--- config.mk ---
export PLATFORM = sky130hd
export DESIGN_NAME = bcd_display_scan_flat
export DESIGN_NICKNAME = d
export VERILOG_FILES = /design/src/rtl/display_pkg.sv /design/src/rtl/bcd_display_scan_if.sv /design/src/rtl/seg7_decode.sv /design/src/rtl/bcd_display_scan.sv /design/src/flat_wrapper.sv
export SDC_FILE = /design/constraint.sdc
export NUM_CORES = 1
export LEC_CHECK = 0
export CAP_MARGIN = 15
export CORE_MARGIN = 4
export CORE_UTILIZATION = 60
export DETAILED_ROUTE_END_ITERATION = 7
export DONT_BUFFER_PORTS = 1
export PLACE_DENSITY = 0.85
export SETUP_SLACK_MARGIN = 0.4
export SYNTH_ARGS = -nofsm -noshare
export SYNTH_HDL_FRONTEND = slang
export SYNTH_HIERARCHICAL = 1
export SYNTH_SLANG_ARGS = --single-unit
--- constraint.sdc ---
create_clock -name clk -period 2.75 [get_ports clk]
set_input_delay 0.55 -clock clk [delete_from_list [all_inputs] [get_ports clk]]
set_output_delay 0.55 -clock clk [all_outputs]
set_load 0.01 [all_outputs]
--- src/rtl/display_pkg.sv ---
// rtl/display_pkg.sv - mode encodings, slot index and active-low seven-segment glyphs
package display_pkg;

   localparam logic [1:0] MODE_IDLE  = 2'b00;
   localparam logic [1:0] MODE_FILL  = 2'b01;
   localparam logic [1:0] MODE_CLEAN = 2'b10;
   localparam logic [1:0] MODE_FAULT = 2'b11;

   typedef enum logic [1:0] {
      S_MODE  = 2'd0,
      S_TENS  = 2'd1,
      S_UNITS = 2'd2
   } slot_e;

   // Bit 6 = g ... bit 0 = a, a low bit lights the segment
   localparam logic [6:0] GLYPH_0     = 7'b1000000;
   localparam logic [6:0] GLYPH_1     = 7'b1111001;
   localparam logic [6:0] GLYPH_2     = 7'b0100100;
   localparam logic [6:0] GLYPH_3     = 7'b0110000;
   localparam logic [6:0] GLYPH_4     = 7'b0011001;
   localparam logic [6:0] GLYPH_5     = 7'b0010010;
   localparam logic [6:0] GLYPH_6     = 7'b0000010;
   localparam logic [6:0] GLYPH_7     = 7'b1111000;
   localparam logic [6:0] GLYPH_8     = 7'b0000000;
   localparam logic [6:0] GLYPH_9     = 7'b0010000;
   localparam logic [6:0] GLYPH_DASH  = 7'b0111111;
   localparam logic [6:0] GLYPH_BLANK = 7'b1111111;
   localparam logic [6:0] GLYPH_E     = 7'b0000110;
   localparam logic [6:0] GLYPH_L     = 7'b1000111;
   localparam logic [6:0] GLYPH_FAULT = 7'b0110111;

   function automatic logic [6:0] mode_glyph(input logic [1:0] m);
      case (m)
         MODE_FILL:  return GLYPH_E;
         MODE_CLEAN: return GLYPH_L;
         MODE_FAULT: return GLYPH_FAULT;
         default:    return GLYPH_DASH;
      endcase
   endfunction

endpackage

--- src/rtl/bcd_display_scan_if.sv ---
// rtl/bcd_display_scan_if.sv - counter digits and mode in, multiplexed display drive out
interface bcd_display_scan_if;
   logic [3:0] dz_bcd;
   logic [3:0] un_bcd;
   logic [1:0] mode;
   logic       done;
   logic [6:0] seg_n;
   logic [2:0] an_n;

   modport master (output dz_bcd, un_bcd, mode, done, input seg_n, an_n);
   modport slave  (input dz_bcd, un_bcd, mode, done, output seg_n, an_n);
endinterface

--- src/rtl/seg7_decode.sv ---
// rtl/seg7_decode.sv - BCD digit to active-low glyph, dash for codes 10-15
module seg7_decode
   import display_pkg::*;
(
   input  logic [3:0] bcd,
   output logic [6:0] seg_n
);

   always_comb begin
      case (bcd)
         4'd0:    seg_n = GLYPH_0;
         4'd1:    seg_n = GLYPH_1;
         4'd2:    seg_n = GLYPH_2;
         4'd3:    seg_n = GLYPH_3;
         4'd4:    seg_n = GLYPH_4;
         4'd5:    seg_n = GLYPH_5;
         4'd6:    seg_n = GLYPH_6;
         4'd7:    seg_n = GLYPH_7;
         4'd8:    seg_n = GLYPH_8;
         4'd9:    seg_n = GLYPH_9;
         default: seg_n = GLYPH_DASH;
      endcase
   end

endmodule

--- src/rtl/bcd_display_scan.sv ---
// rtl/bcd_display_scan.sv - 3-digit common-anode scanner with per-frame input snapshot
// Optional end-of-cycle blinking enabled by defining BCD_DISPLAY_BLINK_EN.
module bcd_display_scan
   import display_pkg::*;
#(
   parameter int SCAN_DIV     = 1000,
   parameter int DEAD_CYC     = 2,
   parameter int BLINK_FRAMES = 64
) (
   input  logic              clk,
   input  logic              clear_n,
   bcd_display_scan_if.slave disp
);

   localparam int PW = $clog2(SCAN_DIV);

   logic [PW-1:0] pcnt_q, pcnt_d;
   slot_e         slot_q, slot_d;
   logic [3:0]    dz_q, dz_d, un_q, un_d;
   logic [1:0]    mode_q, mode_d;
   logic [6:0]    seg_q, seg_d;
   logic [2:0]    an_q, an_d;
   logic [3:0]    digit;
   logic [6:0]    digit_seg;
   logic          slot_end;
   logic          frame_end;
   logic          dark;

   seg7_decode u_decode (
      .bcd   (digit),
      .seg_n (digit_seg)
   );

`ifdef BCD_DISPLAY_BLINK_EN
   localparam int BW = $clog2(BLINK_FRAMES + 1);

   logic          done_q, done_d;
   logic          off_q, off_d;
   logic [BW-1:0] fcnt_q, fcnt_d;

   // Phase and count only advance while the snapshot says the timer has expired
   always_comb begin
      done_d = done_q;
      off_d  = off_q;
      fcnt_d = fcnt_q;
      if (frame_end) done_d = disp.done;
      if (!done_q) begin
         off_d  = 1'b0;
         fcnt_d = '0;
      end else if (frame_end) begin
         if (fcnt_q == BW'(BLINK_FRAMES - 1)) begin
            off_d  = ~off_q;
            fcnt_d = '0;
         end else begin
            fcnt_d = fcnt_q + 1'b1;
         end
      end
   end

   always_ff @(posedge clk or negedge clear_n) begin
      if (!clear_n) begin
         done_q <= 1'b0;
         off_q  <= 1'b0;
         fcnt_q <= '0;
      end else begin
         done_q <= done_d;
         off_q  <= off_d;
         fcnt_q <= fcnt_d;
      end
   end

   assign dark = off_q & done_q;
`else
   logic unused_done;
   localparam int UNUSED_BLINK_FRAMES = BLINK_FRAMES;
   assign unused_done = disp.done;
   assign dark        = 1'b0;
`endif

   assign slot_end  = (pcnt_q == PW'(SCAN_DIV - 1));
   assign frame_end = slot_end && (slot_q == S_UNITS);
   assign digit     = (slot_q == S_TENS) ? dz_q : un_q;

   always_comb begin
      pcnt_d = slot_end ? '0 : pcnt_q + 1'b1;
      slot_d = slot_q;
      if (slot_end) begin
         case (slot_q)
            S_MODE:  slot_d = S_TENS;
            S_TENS:  slot_d = S_UNITS;
            default: slot_d = S_MODE;
         endcase
      end

      dz_d   = dz_q;
      un_d   = un_q;
      mode_d = mode_q;
      if (frame_end) begin
         dz_d   = disp.dz_bcd;
         un_d   = disp.un_bcd;
         mode_d = disp.mode;
      end

      case (slot_q)
         S_MODE:  seg_d = mode_glyph(mode_q);
         S_TENS:  seg_d = (dz_q == 4'd0) ? GLYPH_BLANK : digit_seg;
         default: seg_d = digit_seg;
      endcase

      // Anodes stay dark for the first DEAD_CYC cycles so the previous glyph cannot ghost
      if (dark || (pcnt_q < PW'(DEAD_CYC))) begin
         an_d = 3'b111;
      end else begin
         case (slot_q)
            S_MODE:  an_d = 3'b110;
            S_TENS:  an_d = 3'b101;
            default: an_d = 3'b011;
         endcase
      end
   end

   always_ff @(posedge clk or negedge clear_n) begin
      if (!clear_n) begin
         pcnt_q <= '0;
         slot_q <= S_MODE;
         dz_q   <= 4'd0;
         un_q   <= 4'd0;
         mode_q <= MODE_IDLE;
         seg_q  <= GLYPH_BLANK;
         an_q   <= 3'b111;
      end else begin
         pcnt_q <= pcnt_d;
         slot_q <= slot_d;
         dz_q   <= dz_d;
         un_q   <= un_d;
         mode_q <= mode_d;
         seg_q  <= seg_d;
         an_q   <= an_d;
      end
   end

   assign disp.seg_n = seg_q;
   assign disp.an_n  = an_q;

endmodule

--- src/flat_wrapper.sv ---
// flat-port wrapper written by rule: the top's interface ports become plain ports
module bcd_display_scan_flat import display_pkg::*;
#(
   parameter int SCAN_DIV     = 1000,
   parameter int DEAD_CYC     = 2,
   parameter int BLINK_FRAMES = 64
)
  (clk, clear_n, disp_dz_bcd, disp_un_bcd, disp_mode, disp_done, disp_seg_n, disp_an_n);
  bcd_display_scan_if disp_i ();
  input  logic clk;
  input  logic clear_n;
  input wire logic [$bits(disp_i.dz_bcd)-1:0] disp_dz_bcd;
  input wire logic [$bits(disp_i.un_bcd)-1:0] disp_un_bcd;
  input wire logic [$bits(disp_i.mode)-1:0] disp_mode;
  input wire logic [$bits(disp_i.done)-1:0] disp_done;
  output wire logic [$bits(disp_i.seg_n)-1:0] disp_seg_n;
  output wire logic [$bits(disp_i.an_n)-1:0] disp_an_n;
  assign disp_i.dz_bcd = disp_dz_bcd;
  assign disp_i.un_bcd = disp_un_bcd;
  assign disp_i.mode = disp_mode;
  assign disp_i.done = disp_done;
  assign disp_seg_n = disp_i.seg_n;
  assign disp_an_n = disp_i.an_n;
  bcd_display_scan #(.SCAN_DIV(SCAN_DIV), .DEAD_CYC(DEAD_CYC), .BLINK_FRAMES(BLINK_FRAMES)) u_core (.clk(clk), .clear_n(clear_n), .disp(disp_i));
endmodule
==> run summary <==
• 142 — post-synthesis cell count
• 6 — total number of yosys warnings
• 0.7709 — share of the clock period used by the worst path after layout
• 60.92 um — height of the die
• register to register — type of the worst setup path
• 0.9663 ns — worst-margin pin slew
• sky130_fd_sc_hd__dfrtp_1 — predominant post-synthesis flop cell
• 44 — Netlist cell types
• 0 — Port-buffer cells
• 2.37 ns — critical path arrival
• nor2b_2, mux2_2, inv_1, ha_1, and3b_1, a21oi_1, o32a_1 — crit-path cells
• 987 — vias in the first global route
• 0.31 ns — insertion delay of the later-clocked pin in the worst-skew pair
• 1037 — vias after detailed routing
• 0.3537 — Max transition margin
• 0.0001738 W — switching pwr
• register — CP endpoint kind
• 0 — number of DRC violations after detailed routing
• 0 — total inserted antenna cells
• 18 — row cnt
• 0.320 — part of the power in the clock network
• 168 — number of placed cells counting well taps
• 168 — net total in the final layout
• 2 — deepest level of the CTS H-tree
• 0.2789 — layout cells sized above 1
• 32 — number of flip-flops and latches in the synthesized netlist
• 32 — clock tree sinks
• 1.000 — share of synthesized registers carrying an async set or reset
• 0 — final count of negative-setup-slack endpoints
• 0 — number of max-slew violations in the final report
• 4 — Pre-Repair DR Iteration Count
• 0.2132 — proportion of total power due to net switching
• sky130_fd_sc_hd__dfrtp_1 — commonest non-fill, non-tap cell in the layout
• input port to async pin — worst hold path class
• done — clock tree from TritonCTS
• 1760 um^2 — area of all placed cells without fillers
• 23 — pin count of the biggest net entering global routing
• 0 — number of antenna violations at the first check in global routing
• 1680 um^2 — area of the mapped netlist
• 0 — Final Hold Violating Endpoints
• 5.859 — average via count per standard cell
• 4485 um — wire length of the first global-routing pass
• 0.1687 — total global-route track usage
• 0 — post-CTS setup buffers
• 0.8188 nW — Leakage Power
• 11.83 um^2 — Avg Synthesized Cell Area
• 8 — Max Fanout on Critical Path
• 5 — TritonCTS buffer count
• 0.0006414 W — internal power of the cells
• 3.00 ns — required time of the critical path
• 0.069 — Comb power frac
• 0 — final global-route overflow total
• 32 — Initial DRC Count
• 0.611 — Flop pwr share
• 2567 um^2 — area of the core region
• 0 ns — post-route setup TNS
• 3711 um^2 — die area
• 0.07292 ns — worst hold slack after final layout
• 0.63 ns — setup slack, reg-to-reg
• 1957 um — dpl hpwl
• false — setup repair after global routing missed its margin
• 2 — maximum root-to-sink buffer count
• sky130_fd_sc_hd__dfrtp_1 — crit path max-delay cell type
• 0.48 ns — largest stage delay on the critical path
• 0.7835 — final estimated routing congestion in global placement
• 0.4840 — sequential area share after synthesis
• 14.81 um — WL per Instance
• 23 — number of placed I/O pins
• 0.6545 — initial core utilization
• 0.09 ns — clock transition at the register clock pins on the worst setup and hold paths after CTS
• 0.004339 ns — Max Clock Skew
• sky130_fd_sc_hd__dfrtp_1, sky130_fd_sc_hd__nor2_1, sky130_fd_sc_hd__mux2_4, sky130_fd_sc_hd__dfstp_2, sky130_fd_sc_hd__ha_1 — most frequent cells in the layout
• 0 — antenna-violating nets left
• complete, no violations — outcome
• 0 — Post-synth EDFFs
• 4.766% — area added between synthesis and finish
• 2.120 ns — time the worst path needs with I/O delays and setup
• 164 — total nets after synthesis
• 60.92 um — chip width
• sky130_fd_sc_hd__clkbuf_4 — CTS Root Cell
• 0 — count of max-cap constraint violations
• 463.0 nW/um^2 — pwr dens
• 471.7 MHz — Max Fclk
• 177 — final cell count without fillers
• register — startpoint kind of the worst setup timing path
• 2622 um — Total Wirelength
• 1689 um^2 — instance area after placement
• 0.0003444 V — maximum resistive drop on vdd
[per-stage QoR]
stage          utilization  total power (W)  setup WS [ns]
6_report            0.6857        0.0008152         0.6299
5_1_grt             0.6857        0.0008602         0.4960
4_1_cts             0.6847        0.0008264         0.5166
3_5_place_dp        0.6579        0.0005556         0.5498
3_3_place_gp        0.6579        0.0005527         0.5725
2_1_floorplan            -        0.0005472         0.7637
[layer usage]
layer	share of wire	track usage	routed length (um)	vias up
met5	0	0	0	-
met4	0.0072	0.07430	19	0
met3	0.061	0.05957	161	2
met2	0.45	0.2427	1185	30
met1	0.48	0.2297	1256	495
li1	-	-	-	510
[final timing paths]
path,from,end,depth (start not counted)
min reg2reg,u_core/un_q[3]$_DFFE_PN0P_,u_core/un_q[3]$_DFFE_PN0P_,1
min in group clk,disp_dz_bcd[2],u_core/dz_q[2]$_DFFE_PN0P_,1
max reg2reg,u_core/slot_q[1]$_DFFE_PN0N_,u_core/disp.seg_n[3]$_DFF_PN1_,7
min,clear_n,u_core/disp.an_n[1]$_DFF_PN1_,0
max,u_core/slot_q[1]$_DFFE_PN0N_,u_core/disp.seg_n[3]$_DFF_PN1_,7
max in group asynchronous,clear_n,u_core/pcnt_q[0]$_DFF_PN0_,1
[logic make-up (layout without fill, tap and decap cells)]
| family | after synthesis | count (layout) | share of synthesized area |
|---|---|---|---|
| AO/OA/AOI/OAI | 19 | 19 | 0.07223 |
| AND/OR/NAND/NOR | 49 | 49 | 0.1802 |
| adder cells (fa/ha/maj) | 9 | 9 | 0.06702 |
| multiplexers | 17 | 17 | 0.1355 |
| flip-flops | 32 | 32 | 0.4840 |
| XOR/XNOR | 5 | 5 | 0.02607 |
| buffers and inverters | 11 | 16 | 0.03499 |
[layout make-up]
type,instances,area (um^2)
repair buffers,2,17.52
well taps,30,37.54
flip-flops and latches,32,813.3
inverters,6,22.52
multi-input cells,99,810.8
fillers,192,807.0
clock buffers,8,58.81
[sequential cells by signal, summed over array words and instances, names as in the netlist]
name	cells
u_core/disp.seg_n	7
u_core/dz_q	4
u_core/un_q	4
u_core/pcnt_q	10
u_core/slot_q	2
u_core/mode_q	2
u_core/disp.an_n	3
[worst max-delay path, delay by kind of cell (launching register included)]
family | cells | cell delay [ns]
DFF | 1 | 0.48
adders and majority gates | 1 | 0.25
and+or+nand+nor | 2 | 0.47
muxes | 1 | 0.44
buffers and inverters | 1 | 0.11
AOI/OAI and AO/OA | 2 | 0.29
[synth_stat cells (2+ instances only)]
library cell              instances  area (um^2)
sky130_fd_sc_hd__nor3_1           2        10.01
sky130_fd_sc_hd__nand3_1          5        25.02
sky130_fd_sc_hd__and3b_1          2        17.52
sky130_fd_sc_hd__nor2b_1          2        12.51
sky130_fd_sc_hd__dfrtp_1         22        550.5
sky130_fd_sc_hd__xor2_1           3        26.28
sky130_fd_sc_hd__o21ai_0          3        15.01
sky130_fd_sc_hd__or2_2            2        12.51
sky130_fd_sc_hd__dfstp_2         10        262.8
sky130_fd_sc_hd__buf_6            2        22.52
sky130_fd_sc_hd__and3_1           2        12.51
sky130_fd_sc_hd__o32a_1           2        20.02
sky130_fd_sc_hd__xnor2_1          2        17.52
sky130_fd_sc_hd__a21oi_1          8        40.04
sky130_fd_sc_hd__inv_1            6        22.52
sky130_fd_sc_hd__nor3b_1          3        22.52
sky130_fd_sc_hd__mux2_4          10        150.1
sky130_fd_sc_hd__ha_1             9        112.6
sky130_fd_sc_hd__nand2_1          4        15.01
sky130_fd_sc_hd__nor2_1          13        48.80
sky130_fd_sc_hd__mux2_2           6        67.56
sky130_fd_sc_hd__a21o_1           2        15.01
[power groups by stage]
stage | combinational [W] | clock, W | sequential (W)
after floorplan | 0.0000434 | 0 | 0.000504
after global placement | 0.0000467 | 0 | 0.000506
after detailed placement | 0.0000488 | 0 | 0.000507
after CTS | 0.0000568 | 0.000272 | 0.000498
after global routing | 0.0000645 | 0.000295 | 0.000500
final | 0.0000565 | 0.000261 | 0.000498
[repair_timing]
item | in CTS | in global routing
hold buffers | 1 | 0
endpoints found under the hold margin | 22 | 0
setup endpoints to repair | 0 | 4
gates resized for setup | 0 | 1
(Power assumes the default switching activity.)
